[src/rtl/register_bank.sv]
// Purpose: sixteen N-bit architectural registers with writeback, link (R14) and PC-mirror (R15) ports plus a busy scoreboard.
// Latency: one cycle from any write, reserve or pc_i sample to the outputs; all outputs come straight from flops.
// Backpressure: none; every request is accepted on the edge it is presented.
module register_bank #(
    parameter int N = 32
) (
    input  logic         clk_i,
    input  logic         rst_i,
    input  logic         we_i,
    input  logic [3:0]   waddr_i,
    input  logic [N-1:0] wdata_i,
    input  logic         link_we_i,
    input  logic [N-1:0] link_data_i,
    input  logic [N-1:0] pc_i,
    input  logic         reserve_i,
    input  logic [3:0]   reserve_addr_i,
    output logic [N-1:0] r0_o,
    output logic [N-1:0] r1_o,
    output logic [N-1:0] r2_o,
    output logic [N-1:0] r3_o,
    output logic [N-1:0] r4_o,
    output logic [N-1:0] r5_o,
    output logic [N-1:0] r6_o,
    output logic [N-1:0] r7_o,
    output logic [N-1:0] r8_o,
    output logic [N-1:0] r9_o,
    output logic [N-1:0] r10_o,
    output logic [N-1:0] r11_o,
    output logic [N-1:0] r12_o,
    output logic [N-1:0] r13_o,
    output logic [N-1:0] r14_o,
    output logic [N-1:0] r15_o,
    output logic [15:0]  busy_o
);

    logic [N-1:0] regs [16];
    logic [15:0]  busy_q;
    logic [15:0]  busy_nxt;
    logic [15:0]  set_mask;
    logic [15:0]  clr_mask;

    // A reserve in the same cycle as a writeback belongs to the newer instruction, so set wins.
    always_comb begin
        set_mask = '0;
        clr_mask = '0;
        if (reserve_i && reserve_addr_i != 4'd15) set_mask[reserve_addr_i] = 1'b1;
        if (we_i)                                 clr_mask[waddr_i]        = 1'b1;
        if (link_we_i)                            clr_mask[14]             = 1'b1;
        busy_nxt     = set_mask | (busy_q & ~clr_mask);
        busy_nxt[15] = 1'b0;
    end

    always_ff @(posedge clk_i) begin
        if (rst_i) begin
            for (int k = 0; k < 16; k++) regs[k] <= '0;
            busy_q <= '0;
        end else begin
            for (int k = 0; k < 14; k++) begin
                if (we_i && waddr_i == 4'(k)) regs[k] <= wdata_i;
            end
            if (we_i && waddr_i == 4'd14) regs[14] <= wdata_i;
            else if (link_we_i)           regs[14] <= link_data_i;
            regs[15] <= pc_i;
            busy_q   <= busy_nxt;
        end
    end

    assign r0_o   = regs[0];
    assign r1_o   = regs[1];
    assign r2_o   = regs[2];
    assign r3_o   = regs[3];
    assign r4_o   = regs[4];
    assign r5_o   = regs[5];
    assign r6_o   = regs[6];
    assign r7_o   = regs[7];
    assign r8_o   = regs[8];
    assign r9_o   = regs[9];
    assign r10_o  = regs[10];
    assign r11_o  = regs[11];
    assign r12_o  = regs[12];
    assign r13_o  = regs[13];
    assign r14_o  = regs[14];
    assign r15_o  = regs[15];
    assign busy_o = busy_q;

endmodule

[config.mk]
export PLATFORM = sky130hd
export DESIGN_NAME = register_bank
export DESIGN_NICKNAME = d
export VERILOG_FILES = /design/src/rtl/register_bank.sv
export SDC_FILE = /design/constraint.sdc
export NUM_CORES = 1
export LEC_CHECK = 0
export BUFFER_PORTS_ARGS = -buffer_cell sky130_fd_sc_hd__buf_4
export CORE_MARGIN = 8
export CORE_UTILIZATION = 35
export DETAILED_ROUTE_END_ITERATION = 16
export GPL_ROUTABILITY_DRIVEN = 1
export PLACE_DENSITY = 0.66
export SKIP_LAST_GASP = 1
export SYNTH_ARGS = -nofsm -noshare
export SYNTH_HDL_FRONTEND = slang
export SYNTH_SLANG_ARGS = --single-unit
export TNS_END_PERCENT = 10
[constraint.sdc]
create_clock -name clk_i -period 4 [get_ports clk_i]
set_clock_uncertainty 0.1 [all_clocks]
set_input_delay 0.8 -clock clk_i [delete_from_list [all_inputs] [get_ports clk_i]]
set_output_delay 0.8 -clock clk_i [all_outputs]
set_load 0.005 [all_outputs]
Yosys cells after proc, flatten, opt, wreduce, memory -nomap -nowiden
Memory sizes are Yosys's and may differ from the RTL's.
Index checks and enable logic that the tools add are counted.
Widths: inputs -> output; s select.
{ "op_classes": {"bitwise_logic": 20, "eq_ne": 15, "muxes": 76, "order_cmp": 4, "reduce_logical": 19} }
{ "ops": {"columns": ["operator", "n"], "rows": [
  ["$mux 32", 17],
  ["$mux 1", 55],
  ["$mux 15", 2],
  ["$eq 4x4->1 const B", 7],
  ["$logic_and 1x1->1", 18],
  ["$or 1x1->1", 17],
  ["$eq 4x3->1 const B", 4],
  ["$and 15x15->15", 1],
  ["$not 15->15", 1],
  ["$or 15x15->15", 1],
  ["$lt 4x5->1 const B", 2],
  ["$demux 1 s4", 2],
  ["$eq 4x2->1 const B", 2],
  ["$ge 4x1->1 const B", 2],
  ["$eq 4x1->1 const B", 1],
  ["$logic_not 4->1", 1],
  ["$ne 4x4->1 const B", 1]
]} }
{ "totals": {"reg_bits": 15, "word_cells": 136, "output_inout_bits": 528, "mem_bits_rw": 512, "n_memories": 1, "input_bits": 109} }
{ "memory_table": {"columns": ["name", "depth", "word_bits", "rd", "rd_ports_with_merged_regs", "write_ports", "line", "rtl"], "rows": [
  ["regs", 16, 32, 16, 0, 16, "36", "logic [N-1:0] regs [16];"]
]} }

Longest topological paths before layout
{ "depth": {"depth_word": 9, "ltp_mapped": 6, "depth_no_buf": 3} }

Least setup slack after synthesis
No wires, ideal clock.
{ "synth_path": {"path_kind": "input -> register", "start": "in waddr_i[0]", "end": "reg busy_q[14], in the netlist busy_o[14]", "setup_slack_ns": -0.209, "t_required_ns": 3.637, "cell_stages": 5, "setup_ns": 0.263, "arrival_time_ns": 3.845, "path_buffers": 2, "path_cell_list": "buf_2 -> nand2b_4 -> buf_6 -> o21ai_0 -> o32ai_1"} }
{ "synth_between": {"elab_chain_len": 9, "word_cells_on_any_way": 10, "cone_classes": "order compare: 2; mux: 4; bitwise: 3; reduce/logical: 1"} }
{ "synth_rtl": {"columns": ["item", "line", "rtl"], "rows": [
  ["start: declaration", "10", "input logic [3:0] waddr_i,"],
  ["$lt 4x5->1 (not written as such) or $ge 4x1->1 (tied branches)", "47", "if (we_i) clr_mask[waddr_i] = 1'b1;"],
  ["$logic_and 1x1->1 (not written as such)", "47", null],
  ["$mux 1 (not written as such)", "47", null],
  ["$demux 1 s4 (*)", "47", null],
  ["$mux 15 (*)", "47", null],
  ["$mux 1 (*)", "48", "if (link_we_i) clr_mask[14] = 1'b1;"],
  ["$not 15->15 (*)", "49", "busy_nxt = set_mask | (busy_q & ~clr_mask);"],
  ["$and 15x15->15 (*)", "49", null],
  ["$or 15x15->15 (*)", "49", null],
  ["end signal: assignment", "64", "busy_q <= busy_nxt;"],
  ["end: declaration", "37", "logic [15:0] busy_q;"]
]} }
Every way passes the cells marked *; elsewhere a longest branch is shown, timed or not.
A chain may end at the register's enable or synchronous reset.

==> results.md <==
* Routability cong. at 0.823
* First-pass GRT wire length at 92800 um
* Antenna violations before repair at 0
* Clk pin slew, worst setup/hold paths at 70 ps
* Post-Syn Area at 18600 um2
* ANT cells at 0
* P_sw at 2.92 mW
* Combinational fraction of design power at 9.9%
* #FFs+latches synth at 527
* WP data arrival at 2510 ps
* Post-DP HPWL at 48800 um
* Synth warn at 0
* Seq/Total Area, Yosys at 82.4%
* Net Count, Synth at 1317
* Pint at 9.81 mW
* Most frequent cells in the layout: buf_4, edfxtp_1, nor2_1
* Netlist cell types at 35
* FFs w/ async S/R, synth at 0%
* Wl on met1 at 25100 um
* Max Slew Vio Count at 0
* Synth Flop Type: edfxtp_1
* Htree depth at 2
* Layout Cells excl Fill at 2586
* Hold_buf cts at 0
* Cells after DPL at 2488
* Clock Power Share at 38.6%
* Startpoint Class: input pin
* Post-DRT Antenna Nets at 0
* Rel. slew slack at 26.0%
* Met3 wire length at 6980 um
* WHS Path Cells at 2
* Pwr Density at 489 nW/um2
* Synthesis-to-layout area growth at 39.7%
* Commonest non-fill, non-tap cell in the layout: buf_4
* Leak at 10.3 nW
* CTS tree: done
* Core Area at 52700 um2
* Post-synth EDFFs at 480
* Worst VDD drop at 0.000290 V
* Slew @ Worst Pin at 1110 ps
* Hold Fails Final Rpt at 0
* Num ports at 637
* Mapped Cells at 1208
* Nets at 1964
* Achievable Freq at 416 MHz
* Worst Path Required at 4110 ps
* Drt total wl at 66700 um
* DRC viols at 0
* Vias per cell at 5.02
* CP Capture Type: register
* Worst hold path class: input pin to register
* Clk_lat worst skew at 580 ps
* Min Tclk post-route at 2400 ps
* RSZ-0062 raised after global routing: false
* WS Path Type: input pin to register
* Clock tree buffer depth at 3
* Share of cells above drive strength 1 at 42.5%
* Die Height at 247 um
* Global route overflow at 0
* CTS sink cnt at 527
* Full die area at 60900 um2
* Max Cap Viol at 0
* Reg power frac at 51.5%
* Fin Setup TNS at 0 ps
* Initial core utilization at 35.4%
* Post-CTS Resized at 0
* Die W at 247 um
* CP Max Fanout at 34
* Status: finished clean
* Sw frac at 22.9%
* Root Buffer: clkbuf_16
* DR pass1 iterations at 5
* Cts bufs inserted at 53
* Vias in the first global route at 13000
* Starting DRT DRC Count at 867
* Mean Syn Cell Area at 15.4 um2
* Postcts setup bufs at 0
* Final Cycle Share at 60.1%
* Metal2 WL at 32800 um
* Setup Viol. Count Final at 0
* Top layer in use: met4
* Port Buffers at 635
* Tot GR Track Use at 20.8%
* # rows at 84
* Routed wire per std cell at 25.8 um
* Worst R2R Path Depth at 2
* Pin count of the biggest net entering global routing at 66
* Vias at 13000
## power by group through the flow
stage / sequential [mW] / combinational, mW / clock, mW
finish: 6.55 / 1.26 / 4.91
global route: 6.58 / 1.34 / 5.22
CTS: 6.56 / 1.29 / 5.00
detailed placement: 6.67 / 1.29 / 0
global placement: 6.66 / 1.27 / 0
floorplan: 6.67 / 0.274 / 0
## cell families (layout without fill, tap and decap cells)
group	Yosys count	after routing	synth area share [%]
flip-flops	527	527	82.4
AO/OA/AOI/OAI	83	83	3.95
AND/OR/NAND/NOR	458	458	10.3
buffers and inverters	139	829	3.36
other	1	1	0.0201
## worst max-delay path: stages
cell and delay [ps]:
buf_4 130, nor3b_2 520, nand3_2 110, buf_4 270
nand2_2 650
## final timing paths
path	start	endpoint	slack (ps)
setup reg to reg	busy_o[11]$_SDFF_PP0_	busy_o[11]$_SDFF_PP0_	3150
hold reg to reg	busy_o[14]$_SDFF_PP0_	busy_o[14]$_SDFF_PP0_	360
setup / recovery	waddr_i[2]	regs[0][113]$_SDFFCE_PN0P_	1600
hold / removal	pc_i[21]	regs[1][245]$_SDFF_PP0_	320
## metal layers
metal  global-route usage [%]  vias up
met3                     6.44       99
li1                         -     5618
met1                     25.6     6492
met5                        0        -
met2                     35.4      769
met4                     5.61        0
## registers in the layout, indices dropped and copies added (netlist names)
| register | flops |
|---|---|
| regs | 512 |
| busy_o | 15 |
## layout make-up
class	instances	area [um2]
Clock buffer	68	1430
Timing Repair Buffer	692	5220
Fill cell	4489	26600
Sequential cell	527	15400
Inverter	39	146
Tap cell	688	861
Multi-Input combinational cell	542	2730
Clock inverter	30	295
## synth_stat cells, types with 2 or more instances
master | instances | area share (%)
nor2b_1 | 33 | 1.1
o311ai_1 | 31 | 1.5
nand2_2 | 3 | 0.10
clkbuf_1 | 23 | 0.46
and3b_1 | 3 | 0.14
dfxtp_1 | 47 | 5.0
a21o_1 | 2 | 0.081
inv_1 | 38 | 0.77
nor3_1 | 4 | 0.11
a32oi_1 | 32 | 1.5
buf_1 | 5 | 0.10
buf_2 | 69 | 1.9
nor2_1 | 322 | 6.5
edfxtp_1 | 480 | 77
nand3_1 | 34 | 0.91
o32ai_1 | 3 | 0.14
a32o_1 | 11 | 0.59
nand2_1 | 50 | 1.0
buf_6 | 2 | 0.12
## through the flow
step                util [%]  setup slack, ps  area, um2  power [mW]  hold WS (ps)
global route            49.5             1440      26000        13.1           296
floorplan                  -              736      18600        6.95           349
finish                  49.5             1600      26000        12.7           321
detailed placement      46.2              950      24300        7.96           352
global placement        46.2             1020      24300        7.93           349
CTS                     49.5             1570      26000        12.8           288
Power figures use the tool's default switching activity.
